$ cat config.mk
export PLATFORM = sky130hd
export DESIGN_NAME = bus_bridge
export DESIGN_NICKNAME = d
export VERILOG_FILES = /design/src/rtl/bus_bridge.sv
export SDC_FILE = /design/constraint.sdc
export NUM_CORES = 1
export LEC_CHECK = 0
export ABC_AREA = 1
export BUFFER_PORTS_ARGS = -buffer_cell sky130_fd_sc_hd__clkbuf_2
export CAP_MARGIN = 20
export CORE_MARGIN = 3
export CORE_UTILIZATION = 43
export CTS_CLUSTER_DIAMETER = 50
export DETAILED_ROUTE_END_ITERATION = 6
export PLACE_DENSITY = 0.77
export SYNTH_ARGS = -nofsm -noshare
export SYNTH_HDL_FRONTEND = slang
export SYNTH_SLANG_ARGS = --single-unit
$ cat constraint.sdc
create_clock -name clk -period 1.63 [get_ports clk]
set_input_delay 0.163 -clock clk [delete_from_list [all_inputs] [get_ports clk]]
set_output_delay 0.163 -clock clk [all_outputs]
set_load 0.01 [all_outputs]
$ cat src/rtl/bus_bridge.sv
`default_nettype none
// ============================================================================
// Module      : bus_bridge
// Description : Host register-bus bridge between the asynchronous m68k-style
//               bus pins and the pixel-clock domain. Every bus input is
//               synchronised, chip select is glitch-filtered, and each accepted
//               chip-select assertion becomes exactly one register read or
//               write. In 8-bit mode, even/odd byte writes can be paired into
//               one 16-bit write.
// Ports       : clk              - pixel clock, the only clock
//               reset_i          - synchronous active-high reset
//               bus_cs_n_i       - async chip select (active low)
//               bus_rd_nwr_i     - async read(1)/write(0)
//               bus_bytesel_i    - async byte select (0 = bits 15:8, 1 = 7:0)
//               bus_reg_num_i    - async register number
//               bus_data_i       - async write data
//               bus_data_o       - read data to the pads
//               bus_out_ena_o    - pad output enable (combinational)
//               write_strobe_o   - one-cycle register write pulse
//               write_reg_num_o  - write register number
//               write_data_o     - write data
//               write_bytemask_o - [1] bits 15:8 valid, [0] bits 7:0 valid
//               read_strobe_o    - one-cycle register read request
//               read_reg_num_o   - read register number
//               read_data_i      - read data, valid the cycle after the request
// Revision    : 1.0 - initial release
// ============================================================================
module bus_bridge #(
    parameter int BUS_WIDTH   = 8,
    parameter int REG_BITS    = 4,
    parameter int SYNC_STAGES = 2,
    parameter int CS_FILTER   = 1,
    parameter int WRITE_PAIR  = 1
) (
    input  logic                 clk,
    input  logic                 reset_i,
    input  logic                 bus_cs_n_i,
    input  logic                 bus_rd_nwr_i,
    input  logic                 bus_bytesel_i,
    input  logic [REG_BITS-1:0]  bus_reg_num_i,
    input  logic [BUS_WIDTH-1:0] bus_data_i,
    output logic [BUS_WIDTH-1:0] bus_data_o,
    output logic                 bus_out_ena_o,
    output logic                 write_strobe_o,
    output logic [REG_BITS-1:0]  write_reg_num_o,
    output logic [15:0]          write_data_o,
    output logic [1:0]           write_bytemask_o,
    output logic                 read_strobe_o,
    output logic [REG_BITS-1:0]  read_reg_num_o,
    input  logic [15:0]          read_data_i
);

    localparam int c_CNT_W = $clog2(CS_FILTER + 1);

    localparam logic [0:0] S_IDLE         = 1'b0;
    localparam logic [0:0] S_WAIT_RELEASE = 1'b1;

    generate
        if (BUS_WIDTH != 8 && BUS_WIDTH != 16) begin : g_bad_width
            $error("bus_bridge: BUS_WIDTH must be 8 or 16");
        end
        if (SYNC_STAGES < 2) begin : g_bad_sync
            $error("bus_bridge: SYNC_STAGES must be at least 2");
        end
        if (CS_FILTER < 1) begin : g_bad_filter
            $error("bus_bridge: CS_FILTER must be at least 1");
        end
    endgenerate

    // Synchroniser chains
    logic [SYNC_STAGES-1:0] r_cs_sync;
    logic [SYNC_STAGES-1:0] r_rd_sync;
    logic [SYNC_STAGES-1:0] r_bs_sync;
    logic [REG_BITS-1:0]    r_reg_sync  [SYNC_STAGES];
    logic [BUS_WIDTH-1:0]   r_data_sync [SYNC_STAGES];
    // Fills with ones after reset; the FSM may only trust cs_n_s once the
    // chain holds samples taken after reset (the reset value 1 is not a
    // real release).
    logic [SYNC_STAGES-1:0] r_primed;

    always_ff @(posedge clk) begin
        if (reset_i) begin
            r_cs_sync <= '1;
            r_rd_sync <= '0;
            r_bs_sync <= '0;
            r_primed  <= '0;
            for (int i = 0; i < SYNC_STAGES; i++) begin
                r_reg_sync[i]  <= '0;
                r_data_sync[i] <= '0;
            end
        end else begin
            r_cs_sync <= {r_cs_sync[SYNC_STAGES-2:0], bus_cs_n_i};
            r_rd_sync <= {r_rd_sync[SYNC_STAGES-2:0], bus_rd_nwr_i};
            r_bs_sync <= {r_bs_sync[SYNC_STAGES-2:0], bus_bytesel_i};
            r_primed  <= {r_primed[SYNC_STAGES-2:0], 1'b1};
            r_reg_sync[0]  <= bus_reg_num_i;
            r_data_sync[0] <= bus_data_i;
            for (int i = 1; i < SYNC_STAGES; i++) begin
                r_reg_sync[i]  <= r_reg_sync[i-1];
                r_data_sync[i] <= r_data_sync[i-1];
            end
        end
    end

    logic                w_cs_n_s;
    logic                w_rd_s;
    logic                w_bs_s;
    logic                w_primed;
    logic [REG_BITS-1:0] w_reg_s;
    logic [15:0]         w_data16;
    logic [7:0]          w_byte;

    assign w_cs_n_s = r_cs_sync[SYNC_STAGES-1];
    assign w_rd_s   = r_rd_sync[SYNC_STAGES-1];
    assign w_bs_s   = r_bs_sync[SYNC_STAGES-1];
    assign w_primed = r_primed[SYNC_STAGES-1];
    assign w_reg_s  = r_reg_sync[SYNC_STAGES-1];
    assign w_data16 = 16'(r_data_sync[SYNC_STAGES-1]);
    assign w_byte   = w_data16[7:0];

    // Fast, unsynchronised pad enable
    assign bus_out_ena_o = !bus_cs_n_i && bus_rd_nwr_i && !reset_i;

    logic [0:0]         r_state;
    logic [c_CNT_W-1:0] r_cnt;
    logic [7:0]         r_even;      // buffered even byte for write pairing
    logic               r_cap_bs;    // bytesel captured with the read request
    logic [15:0]        r_rd_latch;
    logic               r_out_bs;    // bytesel that goes with r_rd_latch

    always_ff @(posedge clk) begin
        if (reset_i) begin
            r_state          <= S_WAIT_RELEASE;
            r_cnt            <= '0;
            r_even           <= '0;
            r_cap_bs         <= 1'b0;
            r_rd_latch       <= '0;
            r_out_bs         <= 1'b0;
            write_strobe_o   <= 1'b0;
            write_reg_num_o  <= '0;
            write_data_o     <= '0;
            write_bytemask_o <= '0;
            read_strobe_o    <= 1'b0;
            read_reg_num_o   <= '0;
        end else begin
            write_strobe_o <= 1'b0;
            read_strobe_o  <= 1'b0;

            // read_data_i is valid the cycle after the request; the
            // output byte select switches together with the data so the
            // pads keep the previous value until then.
            if (read_strobe_o) begin
                r_rd_latch <= read_data_i;
                r_out_bs   <= r_cap_bs;
            end

            case (r_state)
                S_IDLE: begin
                    if (r_cnt == c_CNT_W'(CS_FILTER)) begin
                        r_cnt   <= '0;
                        r_state <= S_WAIT_RELEASE;
                        if (w_rd_s) begin
                            read_strobe_o  <= 1'b1;
                            read_reg_num_o <= w_reg_s;
                            r_cap_bs       <= w_bs_s;
                        end else if (BUS_WIDTH == 16) begin
                            write_strobe_o   <= 1'b1;
                            write_reg_num_o  <= w_reg_s;
                            write_data_o     <= w_data16;
                            write_bytemask_o <= 2'b11;
                        end else if (WRITE_PAIR == 0) begin
                            write_strobe_o   <= 1'b1;
                            write_reg_num_o  <= w_reg_s;
                            write_data_o     <= {w_byte, w_byte};
                            write_bytemask_o <= w_bs_s ? 2'b01 : 2'b10;
                        end else if (!w_bs_s) begin
                            r_even <= w_byte;
                        end else begin
                            write_strobe_o   <= 1'b1;
                            write_reg_num_o  <= w_reg_s;
                            write_data_o     <= {r_even, w_byte};
                            write_bytemask_o <= 2'b11;
                        end
                    end else if (!w_cs_n_s) begin
                        r_cnt <= r_cnt + c_CNT_W'(1);
                    end else begin
                        r_cnt <= '0;
                    end
                end
                S_WAIT_RELEASE: begin
                    if (w_cs_n_s && w_primed) begin
                        r_state <= S_IDLE;
                        r_cnt   <= '0;
                    end
                end
                default: begin
                    r_state <= S_WAIT_RELEASE;
                    r_cnt   <= '0;
                end
            endcase
        end
    end

    always_comb begin
        bus_data_o = '0;
        if (BUS_WIDTH == 16) begin
            bus_data_o = BUS_WIDTH'(r_rd_latch);
        end else begin
            bus_data_o = BUS_WIDTH'(r_out_bs ? r_rd_latch[7:0] : r_rd_latch[15:8]);
        end
    end

endmodule
`default_nettype wire

==> flow_summary_export.csv <==
group,metric,value,unit
global_routing,grt_pass1_wl,10740,um
floorplan,start_util,0.4563,
logic_synthesis,synth-main-ff-cell,"dfxtp_1",
critical_path,reg2reg_slack,0.41,ns
critical_path,cp_top_family,"flip-flops",
critical_path,cp-startpoint,"r_out_bs",
timing,tightest_slew,0.6083,ns
floorplan,coreArea,7019,um2
hold_path,hold_path.startpoint,"bus_cs_n_i",
critical_path,crit_cells,3,
timing,hold_slack,0.03020,ns
timing,setup_viol,0,
clock_network,cts.sinks,87,
clock_network,cts_setup_buffers,0,
drt,drt_iter0_markers,196,
drt,ant_nets,0,
logic_synthesis,async_flop_share,0,
global_routing,gr-total-overflow,0,
clock_network,cts-root-buf,"clkbuf_8",
timing,slew_headroom,0.5940,
drt,vias,2638,
clock_network,htreeDepth,3,
critical_path,slowest_stage,"dfxtp_1",
place,globalplace.congestion,0.7296,
critical_path,worstPathMaxFanout,17,
layout,regArea,1742,um2
run_status,status,"complete, no violations",
logic_synthesis,syn-num-nets,450,
drt,routed_via_density,4.449,
logic_synthesis,yosysSeqAreaShare,0.5438,
global_routing,antenna_found_initial,0,
drt,wl,6248,um
timing,fmax,666.3,MHz
place,numPortBuffers,69,
clock_network,cts_made_buffers,9,
logic_synthesis,synth-edff-count,0,
floorplan,die-area,8520,um2
timing,skew,0.004375,ns
logic_synthesis,ys_seq_elements,87,
drt,drc,0,
drt,first_pass_iters,6,
logic_synthesis,synth.distinct_cells,18,
drt,wl_per_cell,10.54,um
critical_path,worstPathArrival,1.34,ns
critical_path,startpoint_type,"flop",
hold_path,hold_class,"primary input to flop",
timing,rsz0062_at_grt,"false",
layout,nets,525,
layout,num-fill-cells,645,
hold_path,hold_end,"r_cs_sync[0]",
layout,drive_above_1_share,0.1992,
logic_synthesis,syn_area_per_cell,7.681,um2
hold_path,whs_path_depth,2,
clock_network,clock_path_buffers,2,
clock_network,cts_tree,"built",
critical_path,cp-end-kind,"output pin",
critical_path,slowest_delay,0.62,ns
power,irDropWorstVdd,0.5366,mV
floorplan,die_w,92.31,um
floorplan,io_pins,70,
critical_path,cp_data_required_time,1.47,ns
power,powerDensity,1023,nW/um2
timing,finalSetupTns,0,ns
logic_synthesis,yosysWarnings,0,
power,power_leakage,1.814,nW
critical_path,r2r-start,"r_rd_sync[1]",
global_routing,grt_pass1_vias,2481,
critical_path,path_buf_inv,1,
critical_path,reg2reg_depth,4,
floorplan,die_h,92.31,um
timing,drv_slew,0,
logic_synthesis,syn_area,3203,um2
critical_path,worstSetupPathType,"flop to output pin",
layout,diodes,0,
place,hpwl,4263,um
clock_network,clk_pin_slew_worst_paths,0.08,ns
layout,area_growth_syn_to_layout,22.15,%
floorplan,rows,30,
timing,fin_crit_sh,0.9207,
timing,fin_crit,1.501,ns
layout,multi_input_area,1039,um2
flow_run,drv_cap,0,
timing,finalHoldViolations,0,
logic_synthesis,synthCells,417,
critical_path,regToRegEndpoint,"r_even[1]",
global_routing,track_usage,0.1568,
global_routing,grt_max_degree,42,
critical_path,critical_path.cell_chain,"nand2_1 -> o21ai_0 -> clkbuf_2",
clock_network,clock_latency,0.35,ns
-- cells in the final DEF, fill, tap and decap left out --
cell type / instances
a21oi_1: 38
nand2_1: 50
o21ai_1: 1
clkbuf_2: 69
inv_1: 66
clkinv_2: 1
dlygate4sd3_1: 13
buf_12: 1
clkinvlp_4: 3
dfxtp_1: 87
nor2_1: 88
a21o_2: 1
inv_2: 1
nand3_1: 29
inv_6: 1
nor2_2: 1
or2_2: 2
bufinv_16: 2
nor2_4: 2
buf_4: 6
o21ai_0: 26
clkbuf_8: 9
-- where the power goes --
group | internal (W) | total, W | leakage, nW | switching [W]
Clock | 0.000864 | 0.00162 | 0.102 | 0.000752
Sequential | 0.00216 | 0.00218 | 0.708 | 0.0000175
Combinational | 0.0000917 | 0.000204 | 1.00 | 0.000112
-- sequential cells by signal (all words and copies together) (netlist names), 2 cells and up --
| register | count |
|---|---|
| write_reg_num_o | 4 |
| r_bs_sync | 2 |
| r_data_sync | 16 |
| r_even | 8 |
| r_cs_sync | 2 |
| r_primed | 2 |
| r_rd_latch | 16 |
| read_reg_num_o | 4 |
| r_reg_sync | 8 |
| write_data_o | 16 |
| r_rd_sync | 2 |
-- per-stage QoR --
step | worst slack (ns) | utilization | std cells | instance area, um2 | total power, W
floorplan | 0.6245 | - | 417 | 3203 | 0.002357
global placement | 0.4655 | 0.5075 | 564 | 3562 | 0.002406
detailed placement | 0.4242 | 0.5075 | 564 | 3562 | 0.002411
CTS | 0.09899 | 0.5574 | 593 | 3913 | 0.004044
global route | 0.01713 | 0.5574 | 593 | 3913 | 0.004164
finish | 0.1293 | 0.5574 | 593 | 3913 | 0.004002
-- what timing repair did --
| action | 4_1_cts | 5_1_grt |
|---|---|---|
| hold endpoints to repair | 13 | 0 |
| hold buffers | 13 | 0 |
| resized for setup | 0 | 0 |
-- cell families after synthesis --
| group | Yosys count | synth area share |
|---|---|---|
| AND/OR/NAND/NOR | 172 | 0.2199 |
| buffers and inverters | 92 | 0.1320 |
| flip-flops | 87 | 0.5437 |
| AO/OA/AOI/OAI | 66 | 0.1043 |
-- cell usage after synthesis (4+ instances only) --
master    count  share of area
nor2_1       88           0.10
dfxtp_1      87           0.54
inv_1        66          0.077
nand2_1      50          0.059
a21oi_1      38          0.059
nand3_1      29          0.045
o21ai_0      26          0.041
buf_2         7          0.011
clkbuf_1      7         0.0082
buf_4         5          0.012
buf_6         4          0.014
-- layer usage --
layer,GRT usage,up-vias,wire length (um)
li1,-,1416,-
met1,0.1976,1140,2977
met2,0.2489,73,2777
met3,0.04712,9,399
met4,0.06683,0,93
met5,0,-,0
-- worst max path at each step --
stage	slack, ns	to
floorplan	0.62	bus_data_o[0]
global placement	0.47	r_even[3]
detailed placement	0.42	read_reg_num_o[2]
CTS	0.1	bus_data_o[5]
global route	0.02	bus_data_o[3]
finish	0.13	bus_data_o[5]
-- final cells by class --
class	count	area share
clock buffer	9	0.03166
sequential	87	0.4452
timing repair buffer	89	0.1382
multi-input combinational	238	0.2654
clock inverter	7	0.02462
tap	96	0.03070
inverter	67	0.06428
Power figures use the tool's default switching activity.
